[src/rtl/frame_sequencer.sv]
// frame_sequencer: prescaled step sequencer emitting quarter/half-frame pulses.
// Define FRAME_IRQ_EN to build the frame-interrupt flag (irq tied low otherwise).
module frame_sequencer #(
    parameter int CLKRATE    = 1_790_000,
    parameter int STEPRATE   = 240,
    parameter int PRESCALE_W = 14
) (
    input  logic       clk,
    input  logic       rst_n,
    input  logic       mode_wr,
    input  logic       mode_5step,
    input  logic       irq_inhibit,
    input  logic       irq_ack,
    output logic       quarter_en,
    output logic       half_en,
    output logic [2:0] step,
    output logic       irq
);
    localparam int PRESCALE = CLKRATE / STEPRATE;
    localparam logic [PRESCALE_W-1:0] RELOAD = PRESCALE_W'(PRESCALE - 1);

    generate
        if (PRESCALE < 2 || PRESCALE > (1 << PRESCALE_W)) begin : g_bad_prescale
            $error("frame_sequencer: PRESCALE out of range");
        end
    endgenerate

    logic [PRESCALE_W-1:0] r_presc;
    logic [2:0]            r_step;
    logic                  r_mode;
    logic                  r_quarter;
    logic                  r_half;

    logic                  w_tick;
    logic [2:0]            w_step_nxt;
    logic                  w_q_sel;
    logic                  w_h_sel;

    assign w_tick = (r_presc == '0);

    always_comb begin
        w_step_nxt = r_step + 3'd1;
        w_q_sel    = 1'b0;
        w_h_sel    = 1'b0;
        if ((r_mode && r_step == 3'd4) || (!r_mode && r_step == 3'd3)) begin
            w_step_nxt = 3'd0;
        end
        // step 3 pulses only in 4-step mode, step 4 only exists in 5-step mode
        case (r_step)
            3'd0: begin
                w_q_sel = 1'b1;
            end
            3'd1: begin
                w_q_sel = 1'b1;
                w_h_sel = 1'b1;
            end
            3'd2: begin
                w_q_sel = 1'b1;
            end
            3'd3: begin
                w_q_sel = !r_mode;
                w_h_sel = !r_mode;
            end
            3'd4: begin
                w_q_sel = r_mode;
                w_h_sel = r_mode;
            end
            default: begin
                w_q_sel = 1'b0;
                w_h_sel = 1'b0;
            end
        endcase
    end

    always_ff @(posedge clk or negedge rst_n) begin
        if (!rst_n) begin
            r_presc   <= RELOAD;
            r_step    <= 3'd0;
            r_mode    <= 1'b0;
            r_quarter <= 1'b0;
            r_half    <= 1'b0;
        end else if (mode_wr) begin
            r_presc   <= RELOAD;
            r_step    <= 3'd0;
            r_mode    <= mode_5step;
            r_quarter <= mode_5step;
            r_half    <= mode_5step;
        end else begin
            r_presc   <= w_tick ? RELOAD : r_presc - 1'b1;
            r_quarter <= w_tick & w_q_sel;
            r_half    <= w_tick & w_h_sel;
            if (w_tick) begin
                r_step <= w_step_nxt;
            end
        end
    end

    assign quarter_en = r_quarter;
    assign half_en    = r_half;
    assign step       = r_step;

`ifdef FRAME_IRQ_EN
    logic r_inhibit;
    logic r_irq;
    logic w_irq_set;
    logic w_irq_clr;

    // a mode write discards a coincident tick, so it can never set the flag
    assign w_irq_set = w_tick && !mode_wr && !r_mode
                       && (r_step == 3'd3) && !r_inhibit;
    assign w_irq_clr = irq_ack || (mode_wr && irq_inhibit);

    always_ff @(posedge clk or negedge rst_n) begin
        if (!rst_n) begin
            r_inhibit <= 1'b0;
            r_irq     <= 1'b0;
        end else begin
            if (mode_wr) begin
                r_inhibit <= irq_inhibit;
            end
            if (w_irq_set) begin
                r_irq <= 1'b1;
            end else if (w_irq_clr) begin
                r_irq <= 1'b0;
            end
        end
    end

    assign irq = r_irq;
`else
    logic w_unused;

    assign w_unused = irq_ack ^ irq_inhibit;
    assign irq      = 1'b0;
`endif

endmodule

[config.mk]
export PLATFORM = sky130hd
export DESIGN_NAME = frame_sequencer
export DESIGN_NICKNAME = d
export VERILOG_FILES = /design/src/rtl/frame_sequencer.sv
export SDC_FILE = /design/constraint.sdc
export NUM_CORES = 1
export LEC_CHECK = 0
export BUFFER_PORTS_ARGS = -buffer_cell sky130_fd_sc_hd__clkbuf_2
export CAP_MARGIN = 20
export CORE_UTILIZATION = 45
export DETAILED_ROUTE_END_ITERATION = 7
export SLEW_MARGIN = 10
export SYNTH_ARGS = -nofsm -noshare
export SYNTH_HDL_FRONTEND = slang
export SYNTH_SLANG_ARGS = --single-unit
[constraint.sdc]
create_clock -name clk -period 2.5 [get_ports clk]
set_clock_uncertainty 0.05 [all_clocks]
set_input_delay 0.25 -clock clk [delete_from_list [all_inputs] [get_ports clk]]
set_output_delay 0.25 -clock clk [all_outputs]
set_load 0.005 [all_outputs]
==> results of run 1 <==
registers in the layout (all words and copies together), names as in the netlist:
register,cells
r_presc,14
step,3
half_en,1
quarter_en,1
r_mode,1
kinds of logic (layout without fill, tap and decap cells):
| group | count (synthesis) | count (layout) | synth area share [%] |
|---|---|---|---|
| adder cells (fa/ha/maj) | 6 | 6 | 7.126 |
| flip-flops | 20 | 20 | 48.22 |
| other | 1 | 1 | 0.3560 |
| multiplexers | 1 | 1 | 1.069 |
| buffers and inverters | 11 | 22 | 4.513 |
| XOR/XNOR | 9 | 9 | 7.483 |
| AND/OR/NAND/NOR | 37 | 37 | 19.72 |
| AO/OA/AOI/OAI | 15 | 15 | 11.52 |
power by group through the flow:
stage | registers, mW | logic [mW] | clock network, mW
global placement | 0.365 | 0.0723 | 0
global route | 0.362 | 0.0822 | 0.203
floorplan | 0.362 | 0.0512 | 0
finish | 0.359 | 0.0730 | 0.182
detailed placement | 0.365 | 0.0726 | 0
CTS | 0.359 | 0.0740 | 0.191
timing repair:
| item | 4_1_cts | 5_1_grt |
|---|---|---|
| endpoints found under the hold margin | 14 | 0 |
| resized for setup | 0 | 0 |
| hold buffers | 1 | 0 |
layout make-up:
cell class,count,area (um^2)
fill,203,1044
sequential,20,508.0
multi-input combinational,69,498.0
timing repair buffer,11,65.06
clock buffer,4,36.28
tap,28,35.03
inverter,7,26.28
stage by stage:
stage / util [%] / area [um^2] / std cells
detailed placement: 50.74 / 1122 / 134
global route: 52.83 / 1169 / 139
floorplan: - / 1054 / 100
CTS: 52.83 / 1169 / 139
global placement: 50.74 / 1122 / 134
finish: 52.83 / 1169 / 139
per-layer routing:
layer	global-route usage (%)	share of wire (%)	up-vias
li1	-	-	366
met1	21.05	51	346
met2	25.56	45	8
met3	3.636	3.0	2
met4	6.944	0.78	0
met5	0	0	-
worst max-delay path, cell delays in order, from the launching register on:
cell and delay, ns:
dfrtp_1 0.40, inv_1 0.06, ha_1 0.16, or3b_2 0.47
or3_4 0.43, o31a_1 0.39, a22o_1 0.26
cell usage in the layout, fill, tap and decap left out:
cell,count
nand3_1,3
nor4_1,5
xor2_1,1
or3_4,1
nor2_1,12
or4_1,3
clkbuf_4,3
o31a_1,1
a22oi_1,1
o21ai_0,4
dfrtp_1,14
mux2_2,1
or3b_2,1
nand3b_1,1
a22o_1,5
or3_1,1
o31ai_4,1
dfstp_2,6
nand2_1,6
buf_4,2
o31ai_1,1
a21oi_1,1
clkbuf_2,8
xnor2_1,8
clkbuf_8,1
nor4_4,1
nor3_1,2
inv_1,7
dlygate4sd3_1,1
o21bai_1,1
ha_1,6
or2_2,1
conb_1,1
final timing paths:
path	from	endpoint	slack, ns	cells after the start
max	r_presc[1]$_DFF_PN0_	step[0]$_DFFE_PN0P_	0.19	6
max reg2reg	r_presc[1]$_DFF_PN0_	step[0]$_DFFE_PN0P_	0.19	6
min in group asynchronous	rst_n	half_en$_DFF_PN0_	0.38	2
min reg2reg	r_presc[0]$_DFF_PN1_	r_presc[0]$_DFF_PN1_	0.42	1
max in group asynchronous	rst_n	r_presc[5]$_DFF_PN1_	1.66	2
min	mode_5step	half_en$_DFF_PN0_	0.16	2
==> results_dict.tcl, run 1 <==
set metrics [dict create \
    grt_pass1_wl_mm 3.036 \
    wl_per_cell_um 12.04 \
    p_leak_nw 0.4856 \
    intPower_uw 465.2 \
    diodes 0 \
    postSynthAreaPerCell_um2 10.54 \
    initial_core_util_pct 47.62 \
    yosys.area.top_type "dfrtp_1" \
    period_needed_ns 2.313 \
    post_cts_buffers 0 \
    coreArea_um2 2212 \
    mappedNetlistArea_um2 1054 \
    synthArstFlopShare_pct 100.0 \
    drt-total-wl_mm 1.673 \
    cts_sinks 20 \
    gp_congestion 0.7853 \
    critical_path_class "flip-flop to flip-flop" \
    crit_required_ns 2.65 \
    vias_per_cell 5.194 \
    timing.final.ws_setup_ns 0.1871 \
    numPortBuffers 8 \
    synth_nets 112 \
    clockBufferDepth 2 \
    cts.clk_slew.worst_paths_ns 0.11 \
    antenna_found_initial 0 \
    cp-start-kind "flip-flop" \
    vias 722 \
    clkLatencyLatePin_ns 0.29 \
    root_buffer "clkbuf_4" \
    ys_seq_elements 20 \
    grt.total_usage_pct 16.12 \
    first_iter_violations 8 \
    grt_overflow 0 \
    timing.setup.tns_ns 0 \
    synth_area_leaders "dfrtp_1 (33%), dfstp_2 (15%), ha_1 (7.1%), xnor2_1 (6.7%), nor2_1 (4.3%)" \
    whs_ns 0.1603 \
    layout.nets 124 \
    status "finished clean" \
    die_x_um 50.39 \
    dr.pass1.iters 4 \
    grt_pass1_vias 684 \
    setup_viol 0 \
    post-route-period-util_pct 92.52 \
    end_kind "flip-flop" \
    drv_cap 0 \
    drive_gt1_share_pct 23.42 \
    synth_top_area_share_pct 33.25 \
    die_area_um2 2539 \
    power_frac_seq_pct 58.5 \
    p_per_area_nw_per_um2 525.0 \
    drc_errors 0 \
    die_y_um 50.39 \
    yosysUniqueCellTypes 32 \
    hp-class "input port to flip-flop" \
    cts_buffers 3 \
    hold_viol 0 \
    pwr-share-comb_pct 11.9 \
    rsz0062_at_grt "false" \
    ys_warn_count 0 \
    crit_path_max_fanout 6 \
    cts_tree "yes" \
    netlist_instances 100 \
    clockPowerShare_pct 29.6 \
    switchingPower_uw 148.3 \
    switching_share_pct 24.17 \
    cts-htree-levels 1 \
    synth_most_common_cell "dfrtp_1" \
    slew_violations 0 \
    synth_edf_count 0 \
    dp_slack_ns 0.1847 \
    pin_count 12 \
    power.total_uw 613.5 \
    synth-main-ff-cell "dfrtp_1" \
    ys_seq_area_share_pct 48.22 \
    dp_hpwl_mm 1.209 \
    fmax_mhz 432.4 \
    area_growth_pct 10.93 \
    rows 17 \
    cp_data_arrival_time_ns 2.46 \
    synth_commonest_cells "dfrtp_1 (14), nor2_1 (12), xnor2_1 (8)" \
    ir_drop_mv 0.3468 \
    ant_nets 0 \
    grt_max_degree 21 \
]
Power figures use the tool's default switching activity.
==> inputs of run 2 (changes only) <==
- RECOVER_POWER: default -> 50
==> results_dict.tcl, run 2 (synthesis gave the netlist of run 1 again) <==
set metrics [dict create \
    drv_cap 0 \
    area_growth_pct 10.81 \
    antenna_found_initial 0 \
    setup_viol 0 \
    gp_congestion 0.7853 \
    grt_overflow 0 \
    path_buf_inv 1 \
    wl_per_cell_um 12.03 \
    cp_data_arrival_time_ns 2.46 \
    die_area_um2 2539 \
    max_stage_delay_ns 0.47 \
    cts_sinks 20 \
    slew_violations 0 \
    vias 722 \
    worstReg2RegEnd "step[0]$_DFFE_PN0P_" \
    root_buffer "clkbuf_4" \
    p_leak_nw 0.4826 \
    m1WireLength_um 860 \
    pin_count 12 \
    layout_common_cells "dfrtp_1 (14), nor2_1 (12), xnor2_1 (8), inv_1 (7), clkbuf_2 (7)" \
    die_x_um 50.39 \
    grt_max_degree 21 \
    endpoint "step[0]$_DFFE_PN0P_" \
    power.total_uw 613.3 \
    cp-start-kind "flip-flop" \
    die_y_um 50.39 \
    post-route-period-util_pct 92.52 \
    post_cts_buffers 0 \
    dr.pass1.iters 4 \
    cts.clk_slew.worst_paths_ns 0.11 \
    tightestPinTransition_ns 1.036 \
    topRoutingLayerUsed "met4" \
    critical_path_class "flip-flop to flip-flop" \
    layout.nets 124 \
    initial_core_util_pct 47.62 \
    route.met2.wl_um 747 \
    clkLatencyLatePin_ns 0.29 \
    cp_top_family "simple AND/OR/NAND/NOR gates" \
    clockBufferDepth 2 \
    post_cts_resized 0 \
    end_kind "flip-flop" \
    rsz0062_at_grt "false" \
    coreArea_um2 2212 \
    crit_cells 6 \
    worstHoldStart "mode_5step" \
    r2r_start "r_presc[1]$_DFF_PN0_" \
    crit_path_max_fanout 6 \
    r2r_cells 6 \
    fmax_mhz 432.4 \
    ir_drop_mv 0.3468 \
    grt.total_usage_pct 16.12 \
    rows 17 \
    cts_buffers 3 \
    status "finished clean" \
    drive_gt1_share_pct 22.52 \
    numPortBuffers 8 \
    diodes 0 \
    dr_wl_met3_um 50 \
    fill_cells 204 \
    hp-class "input port to flip-flop" \
    drt-total-wl_mm 1.672 \
    timing.setup.tns_ns 0 \
    largest_register_ffs 14 \
    path_cells "inv_1, ha_1, or3b_2, or3_4, o31a_1, a22o_1" \
    slew_headroom_pct 30.91 \
    regMostFlops "r_presc" \
    cts_tree "yes" \
    hold_viol 0 \
    vias_per_cell 5.194 \
    cts-htree-levels 1 \
    p_per_area_nw_per_um2 525.3 \
    ant_nets 0 \
    hold_buffers 1 \
    crit_slowest_cell "or3b_2" \
    r2r_slack_ns 0.19 \
    crit_required_ns 2.65 \
    startpoint "r_presc[1]$_DFF_PN0_" \
    period_needed_ns 2.313 \
    grt_pass1_wl_mm 3.036 \
    drc_errors 0 \
    grt_pass1_vias 684 \
    first_iter_violations 8 \
    dp_hpwl_mm 1.209 \
    final_common_cell "dfrtp_1" \
]
## run 2: through the flow
stage	setup WS (ns)	instance area (um^2)	hold slack (ns)	utilization, %	instances
2_1_floorplan	0.1979	1054	-0.09559	-	100
3_3_place_gp	0.2117	1122	0.1910	50.74	134
3_5_place_dp	0.1847	1122	0.1872	50.74	134
4_1_cts	0.1756	1169	0.1473	52.83	139
5_1_grt	0.09427	1167	0.1547	52.77	139
6_report	0.1871	1167	0.1603	52.77	139
## run 2: layer usage
metal | up-vias | global-route usage (%)
met5 | - | 0
met3 | 2 | 3.636
li1 | 366 | -
met2 | 8 | 25.56
met1 | 346 | 21.05
met4 | 0 | 6.944
## run 2: worst min path at each step
stage | end | slack (ns) | cells past startpoint
after detailed placement | half_en$_DFF_PN0_ | 0.19 | 1
after global placement | half_en$_DFF_PN0_ | 0.19 | 1
after global routing | r_mode$_DFFE_PN0P_ | 0.15 | 2
final | half_en$_DFF_PN0_ | 0.16 | 2
after CTS | half_en$_DFF_PN0_ | 0.15 | 2
after floorplan | half_en$_DFF_PN0_ | -0.1 | 0
## run 2: power breakdown
group | total (mW) | leakage [nW] | switching [mW] | internal, mW
combinational | 0.0728 | 0.210 | 0.0400 | 0.0328
clock | 0.182 | 0.0210 | 0.0929 | 0.0887
sequential | 0.359 | 0.251 | 0.0154 | 0.344
## run 2: layout make-up
class | instances | area (um^2) | share of cell area [%]
flip-flops and latches | 20 | 508.0 | 43.52
multi-input cells | 69 | 498.0 | 42.66
repair buffers | 11 | 63.81 | 5.466
clock buffers | 4 | 36.28 | 3.108
well taps | 28 | 35.03 | 3.001
inverters | 7 | 26.28 | 2.251
